--- src/rtl/multiplier_32b_reg_pkg.sv ---
// Shared widths and carry-save helpers for the registered 32x32 unsigned multiplier.
package multiplier_32b_reg_pkg;

    localparam int DATA_W     = 32;
    localparam int PROD_W     = 2 * DATA_W;
    localparam int NUM_PP     = DATA_W;
    // 32 rows shrink 32->22->15->10->7->5->4->3->2 through the 3:2 tree.
    localparam int CSA_LEVELS = 8;

    function automatic logic [PROD_W-1:0] csa_sum(
        input logic [PROD_W-1:0] a,
        input logic [PROD_W-1:0] b,
        input logic [PROD_W-1:0] c
    );
        return a ^ b ^ c;
    endfunction

    // The top carry bit is dropped; the true product never exceeds PROD_W bits.
    function automatic logic [PROD_W-1:0] csa_carry(
        input logic [PROD_W-1:0] a,
        input logic [PROD_W-1:0] b,
        input logic [PROD_W-1:0] c
    );
        return ((a & b) | (a & c) | (b & c)) << 1;
    endfunction

endpackage

--- src/rtl/multiplier_32b_reg_if.sv ---
// Operand/control/product bundle between a producer and the registered multiplier.
interface multiplier_32b_reg_if;
    import multiplier_32b_reg_pkg::*;

    logic              iEn;
    logic              iClr;
    logic [DATA_W-1:0] iData0;
    logic [DATA_W-1:0] iData1;
    logic [PROD_W-1:0] oData;

    modport master (
        output iEn,
        output iClr,
        output iData0,
        output iData1,
        input  oData
    );

    modport slave (
        input  iEn,
        input  iClr,
        input  iData0,
        input  iData1,
        output oData
    );

endinterface

--- src/rtl/multiplier_32b_reg_mul_array_32x32.sv ---
// Combinational 32x32 unsigned array multiplier: partial products, 3:2 carry-save tree,
// one final carry-propagate add.
module mul_array_32x32
    import multiplier_32b_reg_pkg::*;
(
    input  logic [DATA_W-1:0] multiplicand,
    input  logic [DATA_W-1:0] multiplier,
    output logic [PROD_W-1:0] product
);

    logic [PROD_W-1:0] cur [NUM_PP];
    logic [PROD_W-1:0] nxt [NUM_PP];
    int                cnt;
    int                nxt_cnt;

    always_comb begin
        cur     = '{default: '0};
        nxt     = '{default: '0};
        cnt     = NUM_PP;
        nxt_cnt = 0;

        for (int i = 0; i < NUM_PP; i++) begin
            cur[i] = PROD_W'(multiplicand & {DATA_W{multiplier[i]}}) << i;
        end

        // Each level compresses every full group of three rows into two and
        // passes the remaining one or two rows straight through.
        for (int lvl = 0; lvl < CSA_LEVELS; lvl++) begin
            nxt     = '{default: '0};
            nxt_cnt = 0;
            for (int g = 0; g < NUM_PP / 3; g++) begin
                if (3 * g + 2 < cnt) begin
                    nxt[nxt_cnt]     = csa_sum(cur[3*g], cur[3*g+1], cur[3*g+2]);
                    nxt[nxt_cnt + 1] = csa_carry(cur[3*g], cur[3*g+1], cur[3*g+2]);
                    nxt_cnt          = nxt_cnt + 2;
                end
            end
            for (int r = 0; r < NUM_PP; r++) begin
                if (r >= (cnt / 3) * 3 && r < cnt) begin
                    nxt[nxt_cnt] = cur[r];
                    nxt_cnt      = nxt_cnt + 1;
                end
            end
            cur = nxt;
            cnt = nxt_cnt;
        end

        product = cur[0] + cur[1];
    end

endmodule

--- src/rtl/multiplier_32b_reg.sv ---
// Unsigned 32x32 -> 64 multiplier with a product register (load enable, sync clear, async reset).
module multiplier_32b_reg
    import multiplier_32b_reg_pkg::*;
(
    input  logic                 iClk,
    input  logic                 iRst,
    multiplier_32b_reg_if.slave  bus
);

    logic [PROD_W-1:0] product;

    mul_array_32x32 u_mul_array (
        .multiplicand (bus.iData0),
        .multiplier   (bus.iData1),
        .product      (product)
    );

    // Clear wins over enable; with neither, the register holds, so operand X/Z
    // cannot leak into oData unless a load is actually requested.
    always_ff @(posedge iClk or posedge iRst) begin
        if (iRst) begin
            bus.oData <= '0;
        end else if (bus.iClr) begin
            bus.oData <= '0;
        end else if (bus.iEn) begin
            bus.oData <= product;
        end
    end

endmodule

--- src/flat_wrapper.sv ---
// flat-port wrapper written by rule: the top's interface ports become plain ports
module multiplier_32b_reg_flat import multiplier_32b_reg_pkg::*;
  (iClk, iRst, bus_iEn, bus_iClr, bus_iData0, bus_iData1, bus_oData);
  multiplier_32b_reg_if bus_i ();
  input  logic iClk;
  input  logic iRst;
  input wire logic [$bits(bus_i.iEn)-1:0] bus_iEn;
  input wire logic [$bits(bus_i.iClr)-1:0] bus_iClr;
  input wire logic [$bits(bus_i.iData0)-1:0] bus_iData0;
  input wire logic [$bits(bus_i.iData1)-1:0] bus_iData1;
  output wire logic [$bits(bus_i.oData)-1:0] bus_oData;
  assign bus_i.iEn = bus_iEn;
  assign bus_i.iClr = bus_iClr;
  assign bus_i.iData0 = bus_iData0;
  assign bus_i.iData1 = bus_iData1;
  assign bus_oData = bus_i.oData;
  multiplier_32b_reg u_core (.iClk(iClk), .iRst(iRst), .bus(bus_i));
endmodule
--- config.mk ---
export PLATFORM = sky130hd
export DESIGN_NAME = multiplier_32b_reg_flat
export DESIGN_NICKNAME = d
export VERILOG_FILES = /design/src/rtl/multiplier_32b_reg_pkg.sv /design/src/rtl/multiplier_32b_reg_if.sv /design/src/rtl/multiplier_32b_reg_mul_array_32x32.sv /design/src/rtl/multiplier_32b_reg.sv /design/src/flat_wrapper.sv
export SDC_FILE = /design/constraint.sdc
export NUM_CORES = 2
export LEC_CHECK = 0
export CORE_MARGIN = 2
export CORE_UTILIZATION = 40
export DETAILED_ROUTE_END_ITERATION = 16
export GPL_TIMING_DRIVEN = 1
export PLACE_DENSITY = 0.67
export SLEW_MARGIN = 30
export SYNTH_ARGS = -nofsm -noshare
export SYNTH_HDL_FRONTEND = slang
export SYNTH_SLANG_ARGS = --single-unit
--- constraint.sdc ---
create_clock -name iClk -period 4.7 [get_ports iClk]
set_input_delay 1.41 -clock iClk [delete_from_list [all_inputs] [get_ports iClk]]
set_output_delay 1.41 -clock iClk [all_outputs]
set_load 0.01 [all_outputs]
# ---- Word level (Yosys, flattened, before mapping)
# Cells that the tools add are included.
dict set report totals {
  output_inout_bits 64
  inputBits 68
  regBits 64
  word_cells 247
}
dict set report classes {
  reduce_logical 1
  bitwise 242
  n_addsub 1
  n_mux 2
}
# cell n
set ops {}
lappend ops {{$and 63x63->63} 40}
lappend ops {{$or 63x63->63} 34}
lappend ops {{$xor 64x64->64} 27}
lappend ops {{$and 32x32->32} 32}
lappend ops {{$mux 64} 2}
lappend ops {{$and 63x37->63} 2}
lappend ops {{$and 63x41->63} 2}
lappend ops {{$or 63x46->63} 2}
lappend ops {{$and 56x58->58} 2}
lappend ops {{$and 53x55->55} 2}
lappend ops {{$and 47x49->49} 2}
lappend ops {{$and 44x46->46} 2}
lappend ops {{$and 38x40->40} 2}
lappend ops {{$add 64x64->64} 1}
lappend ops {{$xor 42x64->64} 1}
lappend ops {{$xor 61x64->64} 1}
lappend ops {{$xor 64x33->64} 1}
lappend ops {{$xor 64x34->64} 1}
lappend ops {{$xor 64x37->64} 1}
lappend ops {{$xor 64x41->64} 1}
lappend ops {{$xor 64x50->64} 1}
lappend ops {{$xor 64x55->64} 1}
lappend ops {{$xor 64x59->64} 1}
lappend ops {{$xor 64x62->64} 1}
lappend ops {{84 further kinds} 84}

# ---- Logic depth before layout (Yosys ltp)
dict set report depth {
  depth_word 28
  ltp_mapped 27
  ltp_nobuf 25
}

# ---- Modules after synthesis
# From an unflattened synthesis, not the netlist that was laid out.
dict set report hier_totals {
  cells_unflattened 3739
  hier_area_um2 35128.7
}
# module cells_each n_inst area_each_um2
set by_module_without_submodules {}
lappend by_module_without_submodules {mul_array_32x32 3532 1 32507.4}
lappend by_module_without_submodules {multiplier_32b_reg 207 1 2621.3}

# ---- Least setup slack after synthesis
# Ideal clock, no wire load.
dict set report synth_path {
  kind {input port to flip-flop}
  from {input bus_iData0[7]}
  to {register u_core.bus.oData[61]}
  setup_slack_ns -3.342
  t_arrival_ns 7.921
  setup_ns 0.122
  n_path_buf 2
  required_ns 4.578
  path_stages 25
  path_cell_list {clkbuf_1 > and2_1 > fa_1 > fa_1 > inv_1 > fa_1 > inv_1 > fa_1 > fa_1 > inv_1 > fa_1 > fa_1 > inv_1 > fa_1 > ha_1 > buf_2 > a21oi_2 > o21ai_1 > a221o_1 > a21oi_1 > o41ai_4 > o21ai_2 > a2111oi_4 > or3_1 > a32o_1}
}
dict set report synth_via {
  elab_chain_cells 28
  elab_cells_between_ends 245
}
# element line
set synth_lines {}
lappend synth_lines {{start: declaration} flat_wrapper.sv:9} ;# input wire logic [$bits(bus_i.iData0)-1:0] bus_iData0;
lappend synth_lines {{$and 32x32->32} multiplier_32b_reg_mul_array_32x32.sv:23} ;# cur[i] = PROD_W'(multiplicand & {DATA_W{multiplier[i]}}) << i;
lappend synth_lines {{$and 32x33->33 or $and 32x34->34 (tied branches)} multiplier_32b_reg_pkg.sv:24} ;# return ((a & b) | (a & c) | (b & c)) << 1;
lappend synth_lines {{$or 63x63->63} multiplier_32b_reg_pkg.sv:24}
lappend synth_lines {{$or 63x34->63} multiplier_32b_reg_pkg.sv:24}
lappend synth_lines {{$and 63x63->63} multiplier_32b_reg_pkg.sv:24}
lappend synth_lines {{$or 63x63->63 (2 in a row)} multiplier_32b_reg_pkg.sv:24}
lappend synth_lines {{$and 63x63->63} multiplier_32b_reg_pkg.sv:24}
lappend synth_lines {{$or 63x63->63 (2 in a row)} multiplier_32b_reg_pkg.sv:24}
lappend synth_lines {{[7 not listed]} --}
lappend synth_lines {{$or 63x63->63 (2 in a row)} multiplier_32b_reg_pkg.sv:24}
lappend synth_lines {{$and 63x63->63} multiplier_32b_reg_pkg.sv:24}
lappend synth_lines {{$or 63x63->63 (2 in a row)} multiplier_32b_reg_pkg.sv:24}
lappend synth_lines {{$and 63x63->63} multiplier_32b_reg_pkg.sv:24}
lappend synth_lines {{$or 63x63->63 (2 in a row)} multiplier_32b_reg_pkg.sv:24}
lappend synth_lines {{$add 64x64->64 *} multiplier_32b_reg_mul_array_32x32.sv:48} ;# product = cur[0] + cur[1];
lappend synth_lines {{$mux 64 *} multiplier_32b_reg.sv:25} ;# end else if (bus.iEn) begin
lappend synth_lines {{$mux 64 *} multiplier_32b_reg.sv:23} ;# end else if (bus.iClr) begin
lappend synth_lines {{end signal: assignment} multiplier_32b_reg.sv:26} ;# bus.oData <= product;
lappend synth_lines {{end: declaration} multiplier_32b_reg_if.sv:24} ;# output oData
# Every way passes the cells marked *; elsewhere a longest branch is shown, timed or not. The select of a mux whose other input is x is not followed.
# A chain may end at the register's enable or synchronous reset.

# ---- Worst setup path after layout
dict set report layout_path {
  from {input bus_iData1[7]}
  to {register u_core.bus.oData[61]}
}
dict set report layout_via {
  elab_chain_cells 27
  elab_cells_between_ends 75
}
# element line
set layout_lines {}
lappend layout_lines {{start: declaration} flat_wrapper.sv:10} ;# input wire logic [$bits(bus_i.iData1)-1:0] bus_iData1;
lappend layout_lines {{$and 32x32->32 *} multiplier_32b_reg_mul_array_32x32.sv:23}
lappend layout_lines {{$and 38x39->39} multiplier_32b_reg_pkg.sv:24}
lappend layout_lines {{$or 39x40->40} multiplier_32b_reg_pkg.sv:24}
lappend layout_lines {{$or 40x40->40} multiplier_32b_reg_pkg.sv:24}
lappend layout_lines {{$and 38x41->41} multiplier_32b_reg_pkg.sv:24}
lappend layout_lines {{$or 40x41->41} multiplier_32b_reg_pkg.sv:24}
lappend layout_lines {{$or 41x41->41} multiplier_32b_reg_pkg.sv:24}
lappend layout_lines {{$xor 42x64->64 or $and 63x63->63 (tied branches)} {multiplier_32b_reg_pkg.sv:15, multiplier_32b_reg_pkg.sv:24}}
lappend layout_lines {{[8 not listed]} --}
lappend layout_lines {{$or 63x63->63 (2 in a row)} multiplier_32b_reg_pkg.sv:24}
lappend layout_lines {{$and 63x63->63} multiplier_32b_reg_pkg.sv:24}
lappend layout_lines {{$or 63x63->63 (2 in a row)} multiplier_32b_reg_pkg.sv:24}
lappend layout_lines {{$and 63x63->63} multiplier_32b_reg_pkg.sv:24}
lappend layout_lines {{$or 63x63->63 (2 in a row)} multiplier_32b_reg_pkg.sv:24}
lappend layout_lines {{$add 64x64->64 *} multiplier_32b_reg_mul_array_32x32.sv:48}
lappend layout_lines {{$mux 64 *} multiplier_32b_reg.sv:25}
lappend layout_lines {{$mux 64 *} multiplier_32b_reg.sv:23}
# Marks and branches as above.

==> flow_metrics.env <==
export IMPL_setup_ws_ns=-3.34
export IMPL_cts_hold_buf=0
export IMPL_clockBufferDepth=2
export IMPL_worstHoldPathType="flip-flop to flip-flop"
export IMPL_finalSetupTns_ns=-154.27
export IMPL_htree_levels=3
export IMPL_drt_met1_wl_mm=44.2
export IMPL_critPathMaxStageDelay_ns=0.58
export IMPL_timing_fmax_ghz=0.124
export IMPL_hpwl_mm=80.7
export IMPL_num_vias=29100
export IMPL_worst_setup_path_start_kind="input pin"
export IMPL_final_antenna_net_count=0
export IMPL_area_growth_pct=38.7
export IMPL_rows=108
export IMPL_grt_ovfl_total=0
export IMPL_synth_async_sr_flop_share_pct=100
export IMPL_wl_per_cell_um=21.2
export IMPL_synth_edf_count=0
export IMPL_cts_buffers=9
export IMPL_grt_pass1_vias=31900
export IMPL_fill_cells=7040
export IMPL_critical_path_arrival_ns=8.26
export IMPL_critical_path_class="input pin to flip-flop"
export IMPL_top_register="u_core.bus.oData"
export IMPL_root_buffer="clkbuf_16"
export IMPL_clk_pin_slew_ns=0.06
export IMPL_synthMuxAreaShare_pct=0.742
export IMPL_synth_common_cells="fa_1 (908), inv_1 (816), and2_1 (625), nand2_1 (468), clkbuf_1 (227)"
export IMPL_grt_total_usage_pct=26.2
export IMPL_end_kind="flip-flop"
export IMPL_synth_top_area_cell="fa_1"
export IMPL_netlist_area_leader_share_pct=51.8
export IMPL_violations="setup timing"
export IMPL_wirelength_mm=118
export IMPL_synth_fa_ha_area_share_pct=59.4
export IMPL_dr_first_iter_drc_count=1917
export IMPL_fp_coreArea_um2=86900
export IMPL_route_met2_wl_mm=59.8
export IMPL_cts_sinks=64
export IMPL_synth_top_family_by_area="adder cells"
export IMPL_hold_slack_ns=0.487
export IMPL_yosys_area_share_simple_pct=18.8
export IMPL_fin_crit_ns=8.04
export IMPL_num_io_pins=132
export IMPL_antenna_found_initial=7
export IMPL_reg_top3="u_core.bus.oData (64)"
export IMPL_syn_inst=3798
export IMPL_outcome="complete, but fails checks"
export IMPL_worstMarginPinSlew_ns=0.987
export IMPL_cts_tree="yes"
export IMPL_die_area_um2=90100
export IMPL_grt_pass1_wl_mm=181
export IMPL_final_util_pct=56.0
export IMPL_io_buffers=131
export IMPL_cpMostUsedCell="fa_1"
export IMPL_avgSynthCellArea_um2=9.24
export IMPL_synth_cell_types=67
export IMPL_slowest_stage="fa_1"
export IMPL_grt_start_max_net_pins=53
export IMPL_wl_met3_mm=9.26
export IMPL_path_buf_inv=4
export IMPL_required_ns=4.92
export IMPL_synth_area_leaders="fa_1 (52%), and2_1 (11%), inv_1 (8.7%)"
export IMPL_cp_top_family="adder cells"
export IMPL_synth_xor_area_share_pct=0.824
export IMPL_largest_reg_flops=64
export IMPL_max_cap_viol_count=0
export IMPL_gp_congestion=0.894
export IMPL_worstPathCellList="clkbuf_4 -> buf_6 -> and2_4 -> fa_1 -> inv_2 -> fa_2 -> fa_1 -> fa_1 -> fa_1 -> fa_2 -> fa_1 -> inv_1 -> fa_1 -> ha_4 -> a21o_1 -> a221o_1 -> a21oi_2 -> o41ai_4 -> o21ai_4 -> a2111oi_4 -> or3_1 -> a32o_1"
export IMPL_firstDrtPassIters=5
export IMPL_drc=0
export IMPL_synth_most_common_cell="fa_1"
export IMPL_die_w_um=300
export IMPL_maxSlewViolCount=0
export IMPL_syn_nets=4988
export IMPL_relSlewSlack_pct=34.0
export IMPL_top_layer="met5"
export IMPL_ys_flop_type="dfrtp_1"
export IMPL_cp_max_fo=8
export IMPL_detail_route_vias_per_cell=5.21
export IMPL_hold_viol_final=0
export IMPL_syn_cell_area_um2=35100
export IMPL_die_height_um=300
export IMPL_skew_ns=0
export IMPL_synth_warnings=0
export IMPL_synth_compound_area_share_pct=4.43
export IMPL_start_util_pct=40.4
export IMPL_rsz0062_at_grt="true"
export IMPL_ys_seq_area_share_pct=4.56
export IMPL_fin_crit_sh_pct=171
export IMPL_final_nets=5612
export IMPL_setup_viol=57
export IMPL_drive_above_1_share_pct=32.4
export IMPL_clock_latency_ns=0.33
export IMPL_ys_ff_latch=64
[worst register-to-register path: stages (launching register included)]
cell and delay [ns]:
dfrtp_1 0.39, nor2b_1 0.14, a31oi_2 0.18, nor2_1 0.07
[repair_timing]
action / in CTS / in global routing
gates cloned: 49 / 7
setup buffers: 166 / 59
endpoints found under the setup margin: 59 / 58
resized for setup: 834 / 277
pin swaps: 436 / 291
[cell type report]
class	instances	area (um^2)	area share (%)
sequential	64	1600	3.29
clock buffer	11	243	0.499
timing repair buffer	847	9570	19.7
inverter	816	3060	6.29
multi-input combinational	2684	32700	67.2
clock inverter	5	56.3	0.116
antenna	3	7.51	0.0154
tap	1155	1450	2.97
[cell families after synthesis]
family | after synthesis
AO/OA/AOI/OAI | 227
multiplexers | 26
adder cells (fa/ha/maj) | 1122
buffers and inverters | 1050
flip-flops | 64
AND/OR/NAND/NOR | 1276
XOR/XNOR | 33
[per-stage QoR]
stage / setup WS [ns] / instance area (um^2) / std cells
after floorplan: -3.15 / 36700 / 3798
after global placement: -4.06 / 42300 / 5310
after detailed placement: -4.11 / 42300 / 5310
after CTS: -3.32 / 47500 / 5537
after global routing: -3.44 / 48700 / 5582
final: -3.34 / 48700 / 5585
[metal layers]
layer | up-vias | track usage [%]
li1 | 12400 | -
met1 | 15200 | 33.1
met2 | 1181 | 45.9
met3 | 299 | 4.31
met4 | 4 | 8.08
met5 | - | 0
[cell usage in the layout (no fill, tap or decap), drive strengths merged, types with 22 or more instances in the layout]
cell type | netlist | routed
mux2i | 26 | 26
o21ai | 45 | 45
a21oi | 77 | 77
nor2 | 79 | 79
dfrtp | 64 | 64
ha | 214 | 214
fa | 908 | 908
nand4 | 22 | 22
and2 | 625 | 625
inv | 816 | 816
clkdlybuf4s50 | 0 | 67
clkbuf | 227 | 28
xnor2 | 24 | 24
buf | 7 | 740
nand2 | 468 | 468
[path summary, 6_finish.rpt]
path,startpoint,slack [ns],endpoint,depth (start not counted)
max in group asynchronous,iRst,2.35,u_core.bus.oData[2],3
max reg2reg,u_core.bus.oData[17],3.77,u_core.bus.oData[17],3
max,bus_iData1[7],-3.34,u_core.bus.oData[61],22
min,u_core.bus.oData[48],0.49,u_core.bus.oData[48],2
min in group asynchronous,iRst,1.57,u_core.bus.oData[63],2
min reg2reg,u_core.bus.oData[48],0.49,u_core.bus.oData[48],2
Power is not shown: default switching activity piles up to over one toggle a cycle in this logic, so the estimate is an artifact.
